`src/rtl/input_conditioner.sv`:
```
// Debounces a pushbutton and a slide-switch bus: two-flop synchronizers, a
// four-state button FSM with press strobe, and an atomic whole-vector switch filter.
module input_conditioner #(
  parameter int DEBOUNCE_CYCLES = 1000000,
  parameter int SW_WIDTH        = 16
) (
  input  logic                clk_i,
  input  logic                arst_i,
  input  logic                btn_i,
  input  logic [SW_WIDTH-1:0] sw_i,
  output logic                btn_o,
  output logic                btn_pulse_o,
  output logic [SW_WIDTH-1:0] sw_o,
  output logic                sw_changed_o
);

  localparam int              CNT_W    = $clog2(DEBOUNCE_CYCLES);
  localparam logic [CNT_W-1:0] CNT_LAST = CNT_W'(DEBOUNCE_CYCLES - 1);

  typedef enum logic [1:0] {S0, P1, S1, P0} state_e;

  logic                btn_meta_q, btn_s_q;
  logic [SW_WIDTH-1:0] sw_meta_q, sw_s_q;

  state_e              state_q;
  logic [CNT_W-1:0]    btn_cnt_q;
  logic                btn_q, btn_pulse_q;

  logic [SW_WIDTH-1:0] sw_cand_q, sw_q;
  logic [CNT_W-1:0]    sw_cnt_q;
  logic                sw_changed_q;

  // Stage 0/1: plain two-flop synchronizers, nothing between the flops
  always_ff @(posedge clk_i or posedge arst_i) begin
    if (arst_i) begin
      btn_meta_q <= 1'b0;
      btn_s_q    <= 1'b0;
      sw_meta_q  <= '0;
      sw_s_q     <= '0;
    end else begin
      btn_meta_q <= btn_i;
      btn_s_q    <= btn_meta_q;
      sw_meta_q  <= sw_i;
      sw_s_q     <= sw_meta_q;
    end
  end

  // Button FSM; btn_q moves only on pending->stable transitions
  always_ff @(posedge clk_i or posedge arst_i) begin
    if (arst_i) begin
      state_q     <= S0;
      btn_cnt_q   <= '0;
      btn_q       <= 1'b0;
      btn_pulse_q <= 1'b0;
    end else begin
      btn_pulse_q <= 1'b0;
      case (state_q)
        S0: if (btn_s_q) begin
          state_q   <= P1;
          btn_cnt_q <= '0;
        end
        P1: if (!btn_s_q) begin
          state_q <= S0;
        end else if (btn_cnt_q == CNT_LAST) begin
          state_q     <= S1;
          btn_q       <= 1'b1;
          btn_pulse_q <= 1'b1;
        end else begin
          btn_cnt_q <= btn_cnt_q + CNT_W'(1);
        end
        S1: if (!btn_s_q) begin
          state_q   <= P0;
          btn_cnt_q <= '0;
        end
        P0: if (btn_s_q) begin
          state_q <= S1;
        end else if (btn_cnt_q == CNT_LAST) begin
          state_q <= S0;
          btn_q   <= 1'b0;
        end else begin
          btn_cnt_q <= btn_cnt_q + CNT_W'(1);
        end
        default: state_q <= S0;
      endcase
    end
  end

  // Switch filter: any bit change restarts the count for the whole vector
  always_ff @(posedge clk_i or posedge arst_i) begin
    if (arst_i) begin
      sw_cand_q    <= '0;
      sw_cnt_q     <= '0;
      sw_q         <= '0;
      sw_changed_q <= 1'b0;
    end else begin
      sw_changed_q <= 1'b0;
      if (sw_s_q != sw_cand_q) begin
        sw_cand_q <= sw_s_q;
        sw_cnt_q  <= '0;
      end else if (sw_cand_q != sw_q) begin
        if (sw_cnt_q == CNT_LAST) begin
          sw_q         <= sw_cand_q;
          sw_changed_q <= 1'b1;
        end else begin
          sw_cnt_q <= sw_cnt_q + CNT_W'(1);
        end
      end
    end
  end

  assign btn_o        = btn_q;
  assign btn_pulse_o  = btn_pulse_q;
  assign sw_o         = sw_q;
  assign sw_changed_o = sw_changed_q;

endmodule

```
`config.mk`:
```
export PLATFORM = sky130hd
export DESIGN_NAME = input_conditioner
export DESIGN_NICKNAME = d
export VERILOG_FILES = /design/src/rtl/input_conditioner.sv
export SDC_FILE = /design/constraint.sdc
export NUM_CORES = 1
export LEC_CHECK = 0
export ABC_AREA = 1
export BUFFER_PORTS_ARGS = -buffer_cell sky130_fd_sc_hd__buf_2
export CAP_MARGIN = 20
export CORE_UTILIZATION = 65
export CTS_BUF_LIST = sky130_fd_sc_hd__clkbuf_8
export CTS_CLUSTER_DIAMETER = 100
export DETAILED_ROUTE_END_ITERATION = 12
export PLACE_DENSITY = 0.85
export SLEW_MARGIN = 20
export SYNTH_ARGS = -nofsm -noshare
export SYNTH_HDL_FRONTEND = slang
export SYNTH_SLANG_ARGS = --single-unit
```
`constraint.sdc`:
```
create_clock -name clk_i -period 9 [get_ports clk_i]
set_input_delay 1.8 -clock clk_i [delete_from_list [all_inputs] [get_ports clk_i]]
set_output_delay 1.8 -clock clk_i [all_outputs]
set_load 0.05 [all_outputs]
```
Word level (Yosys, flattened, before mapping)
Cells that the tools add are included.
{"block": "op_classes", "reduce_logical": 8, "bitwise_logic": 1, "n_mux": 27, "eq_ne": 16, "add_sub_neg": 2}
{"cell": "20-bit two-way mux", "n": 8}
{"cell": "20-bit case mux with 4 select lines", "n": 1}
{"cell": "20-bit by 1-bit adder with 20-bit output, second input constant", "n": 2}
{"cell": "20-bit == test, second input constant", "n": 2}
{"cell": "16-bit != test", "n": 2}
{"cell": "2-bit != test, second input constant", "n": 7}
{"cell": "2-bit two-way mux", "n": 6}
{"cell": "1-bit two-way mux", "n": 10}
{"cell": "2-bit case mux with 4 select lines", "n": 1}
{"cell": "4-bit AND reduction", "n": 2}
{"cell": "3-bit != test, second input constant", "n": 2}
{"cell": "5-bit AND reduction", "n": 1}
{"cell": "2-bit == test, second input constant", "n": 2}
{"cell": "2-bit nonzero test", "n": 2}
{"cell": "3-bit AND reduction", "n": 1}
{"cell": "2-bit by 1-bit == test with 1-bit output, second input constant", "n": 1}
{"cell": "2-bit logical NOT", "n": 1}
{"cell": "1-bit case mux with 2 select lines", "n": 1}
{"cell": "2-bit AND reduction", "n": 1}
{"cell": "1-bit inverter", "n": 1}
{"block": "totals", "out_inout_bits": 19, "wordCells": 66, "register_bits": 111, "in_bits": 19}

Depth between registers and ports, before layout
{"block": "depth", "ltp_word": 4, "mapped_depth": 13, "depth_no_buf": 13}

Worst setup path before layout
OpenSTA, ideal clock, no wires.
{"block": "synth_timing", "path_type": "register -> output", "startpoint": "register sw_q[0], in the netlist sw_o[0]", "endpoint": "output port sw_o[0]", "t_required_ns": 7.200, "n_path_buf": 0, "slack_ns": 6.571, "stages_incl_launch_ff": 1, "t_arrival_ns": 0.629, "cell_sequence": "dfrtp_1"}
{"element": "start, declared", "line": "29", "rtl": "logic [SW_WIDTH-1:0] sw_cand_q, sw_q;"}
{"element": "start signal, assigned", "line": "102", "rtl": "sw_q <= sw_cand_q;"}
{"element": "end, declared", "line": "13", "rtl": "output logic [SW_WIDTH-1:0] sw_o,"}
No word-level cell between the ends.

Final worst setup path
{"block": "layout_timing", "startpoint": "register sw_q[5], in the netlist sw_o[5]", "endpoint": "output port sw_o[5]"}
No word-level cell between the ends.

==> flow_metrics.py <==
metrics = {
    "run_status": {
        "status": "completed",
    },
    "logic_synthesis": {
        "yosys_warnings": 0,
        "syn_inst": 622,
        "synth_top_area_share_pct": 52.53,
        "seq_area_frac_synth_pct": 52.53,
        "synthTopCellsByArea": "dfrtp_1 (53%), nand2_1 (11%), inv_1 (6.2%)",
        "netlist_area_um2": 5288,
        "postSynthNetCount": 643,
        "yosys.area.top_type": "dfrtp_1",
        "synthDistinctLibCells": 39,
        "synth_seq_cells": 111,
        "synth.avg_cell_area_um2": 8.501,
    },
    "routing": {
        "drtAntennaViolNets": 0,
        "first_iter_violations": 253,
        "via_per_inst": 5.318,
        "drc": 0,
        "dr.pass1.iters": 5,
        "drt-wirelength-per-cell_um": 13.02,
        "routed-via-count": 3994,
        "routed_wl_mm": 9.779,
    },
    "die": {
        "die_area_um2": 8499,
        "dieHeight_um": 92.19,
        "core_um2": 7807,
        "pin_count": 38,
        "die_w_um": 92.19,
        "start_util_pct": 67.72,
        "rows": 32,
    },
    "global_routing": {
        "grt_pass1_vias": 3867,
        "grt_usage_pct": 25.79,
        "overflow": 0,
        "antenna_found_initial": 0,
        "grt_pass1_wl_mm": 16.99,
        "grt_max_degree": 72,
    },
    "clock_network": {
        "cts-htree-levels": 3,
        "clk_pin_slew_ps": 110,
        "insertion_delay_ps": 370,
        "ctsResizeCount": 0,
        "postCtsHoldBufs": 0,
        "cts_tree": "built",
        "clock_tree.buffer_depth": 2,
        "numCtsBuffers": 9,
        "cts_setup_buffers": 0,
        "cts-root-buf": "clkbuf_8",
        "cts.sinks": 111,
    },
    "final_layout": {
        "stdcell_area_um2": 5643,
        "drive_above_1_share_pct": 16.02,
        "syn2layout_area_growth_pct": 6.720,
        "final_cell_mix": "nand2_1 (158), dfrtp_1 (111), inv_1 (88), nor2_1 (58), buf_2 (37)",
        "final_common_cell": "nand2_1",
        "antenna_cells": 0,
        "nets": 665,
    },
    "timing": {
        "rsz0062_at_grt": "false",
        "clock.fmax_mhz": 348.5,
        "relSlewSlack_pct": 44.46,
        "period_share_pct": 31.88,
        "worst_slack_ps": 6131,
        "period_needed_ps": 2869,
        "holdWs_ps": 359.6,
        "setup_viol_count_final": 0,
        "worstMarginPinSlew_ps": 833.1,
        "final_max_slew_viol_count": 0,
        "setup_tns_ps": 0,
        "fin_worst_skew_ps": 13.06,
        "finalHoldViolations": 0,
    },
    "setup_path": {
        "end_kind": "output pin",
        "startpoint": "sw_o[5]",
        "startpoint_type": "flip-flop",
        "crit_type": "flip-flop to output pin",
        "crit_buf_inv": 1,
        "critPathTopFamily": "flip-flops",
        "slowest_delay_ps": 410,
        "cpMaxStageDelayCell": "dfrtp_1",
        "crit_fanout": 4,
        "critPathRequiredTime_ps": 7200,
        "cp_cell_sequence": "buf_2",
        "r2r_start": "sw_cand_q[2]",
        "worstPathArrival_ps": 1070,
    },
    "hold_path": {
        "hp-class": "flip-flop to flip-flop",
        "min_from": "sw_meta_q[0]",
    },
    "placed_design": {
        "dp_slack_ps": 5842,
        "port_buffers": 37,
        "dpl_cell_area_um2": 5456,
        "routabilityCongestion": 0.9343,
        "place.detailed.hpwl_mm": 7.049,
    },
    "power": {
        "p_per_area_nw_per_um2": 149.2,
        "finalPower_mw": 0.8419,
        "power_leakage_nw": 2.618,
        "vdd_ir_drop_max_uv": 134.0,
    },
    "run": {
        "cap_violations": 0,
    },
}
-- per-stage QoR --
stage / cells / util [%]
detailed placement: 735 / 69.89
floorplan: 622 / -
global route: 751 / 72.28
CTS: 751 / 72.28
finish: 751 / 72.28
global placement: 735 / 69.89
-- kinds of logic after synthesis --
family                   Yosys count  synth area share, %
adder cells (fa/ha/maj)            2               0.4732
buffers and inverters            122                9.702
flip-flops                       111                52.53
AND/OR/NAND/NOR                  299                25.49
XOR/XNOR                          24                3.975
AO/OA/AOI/OAI                     64                7.833
-- synth_stat cells, drive strengths merged --
cell and n:
clkbuf 16, a21oi 13, o21ai 48, nor4 2, xor2 14, nor3 22, or2 7, nand4 15
o21bai 3, nand3 26, xnor2 10, nand2b 1, and3 1, nor2 63, nor2b 1, buf 11
nor3b 1, nand2 160, dfrtp 111, inv 95, ha 2
-- power breakdown --
| part | switching, mW | internal (mW) | leakage, nW | total (mW) |
|---|---|---|---|---|
| Clock | 0.172 | 0.106 | 0.0952 | 0.278 |
| Combinational | 0.0282 | 0.0137 | 1.09 | 0.0419 |
| Sequential | 0.0102 | 0.512 | 1.43 | 0.522 |
| Total | 0.210 | 0.631 | 2.62 | 0.842 |
-- final timing paths --
check,end,slack [ps],depth (start not counted)
max,sw_o[5],6130,1
min,sw_s_q[0],360,0
max reg2reg,sw_o[0],6580,8
min reg2reg,sw_s_q[0],360,0
max in group asynchronous,sw_s_q[14],6320,3
min in group asynchronous,btn_cnt_q[9],1460,2
-- flip-flops by register name (all words and copies together), names as in the netlist, named ones only --
register / count
btn_s_q: 1
btn_cnt_q: 20
sw_o: 16
btn_pulse_o: 1
sw_meta_q: 16
btn_o: 1
btn_meta_q: 1
state_q: 1
sw_cand_q: 16
sw_cnt_q: 20
sw_s_q: 16
sw_changed_o: 1
-- layout make-up --
class,count,area (um^2)
Clock buffer,9,123.9
Clock inverter,7,62.56
Fill cell,595,2165
Inverter,95,361.6
Multi-Input combinational cell,389,1997
Sequential cell,111,2778
Tap cell,102,127.6
Timing Repair Buffer,38,192.7
-- per-layer routing --
| layer | vias up | wire length (um) | part of all wire, % | global-route usage [%] |
|---|---|---|---|---|
| li1 | 1961 | - | - | - |
| met1 | 1888 | 4377 | 45 | 34.63 |
| met2 | 129 | 4761 | 49 | 42.91 |
| met3 | 16 | 497 | 5.1 | 4.478 |
| met4 | 0 | 142 | 1.5 | 8.464 |
| met5 | - | 0 | 0 | 0 |
(Power assumes the default switching activity.)
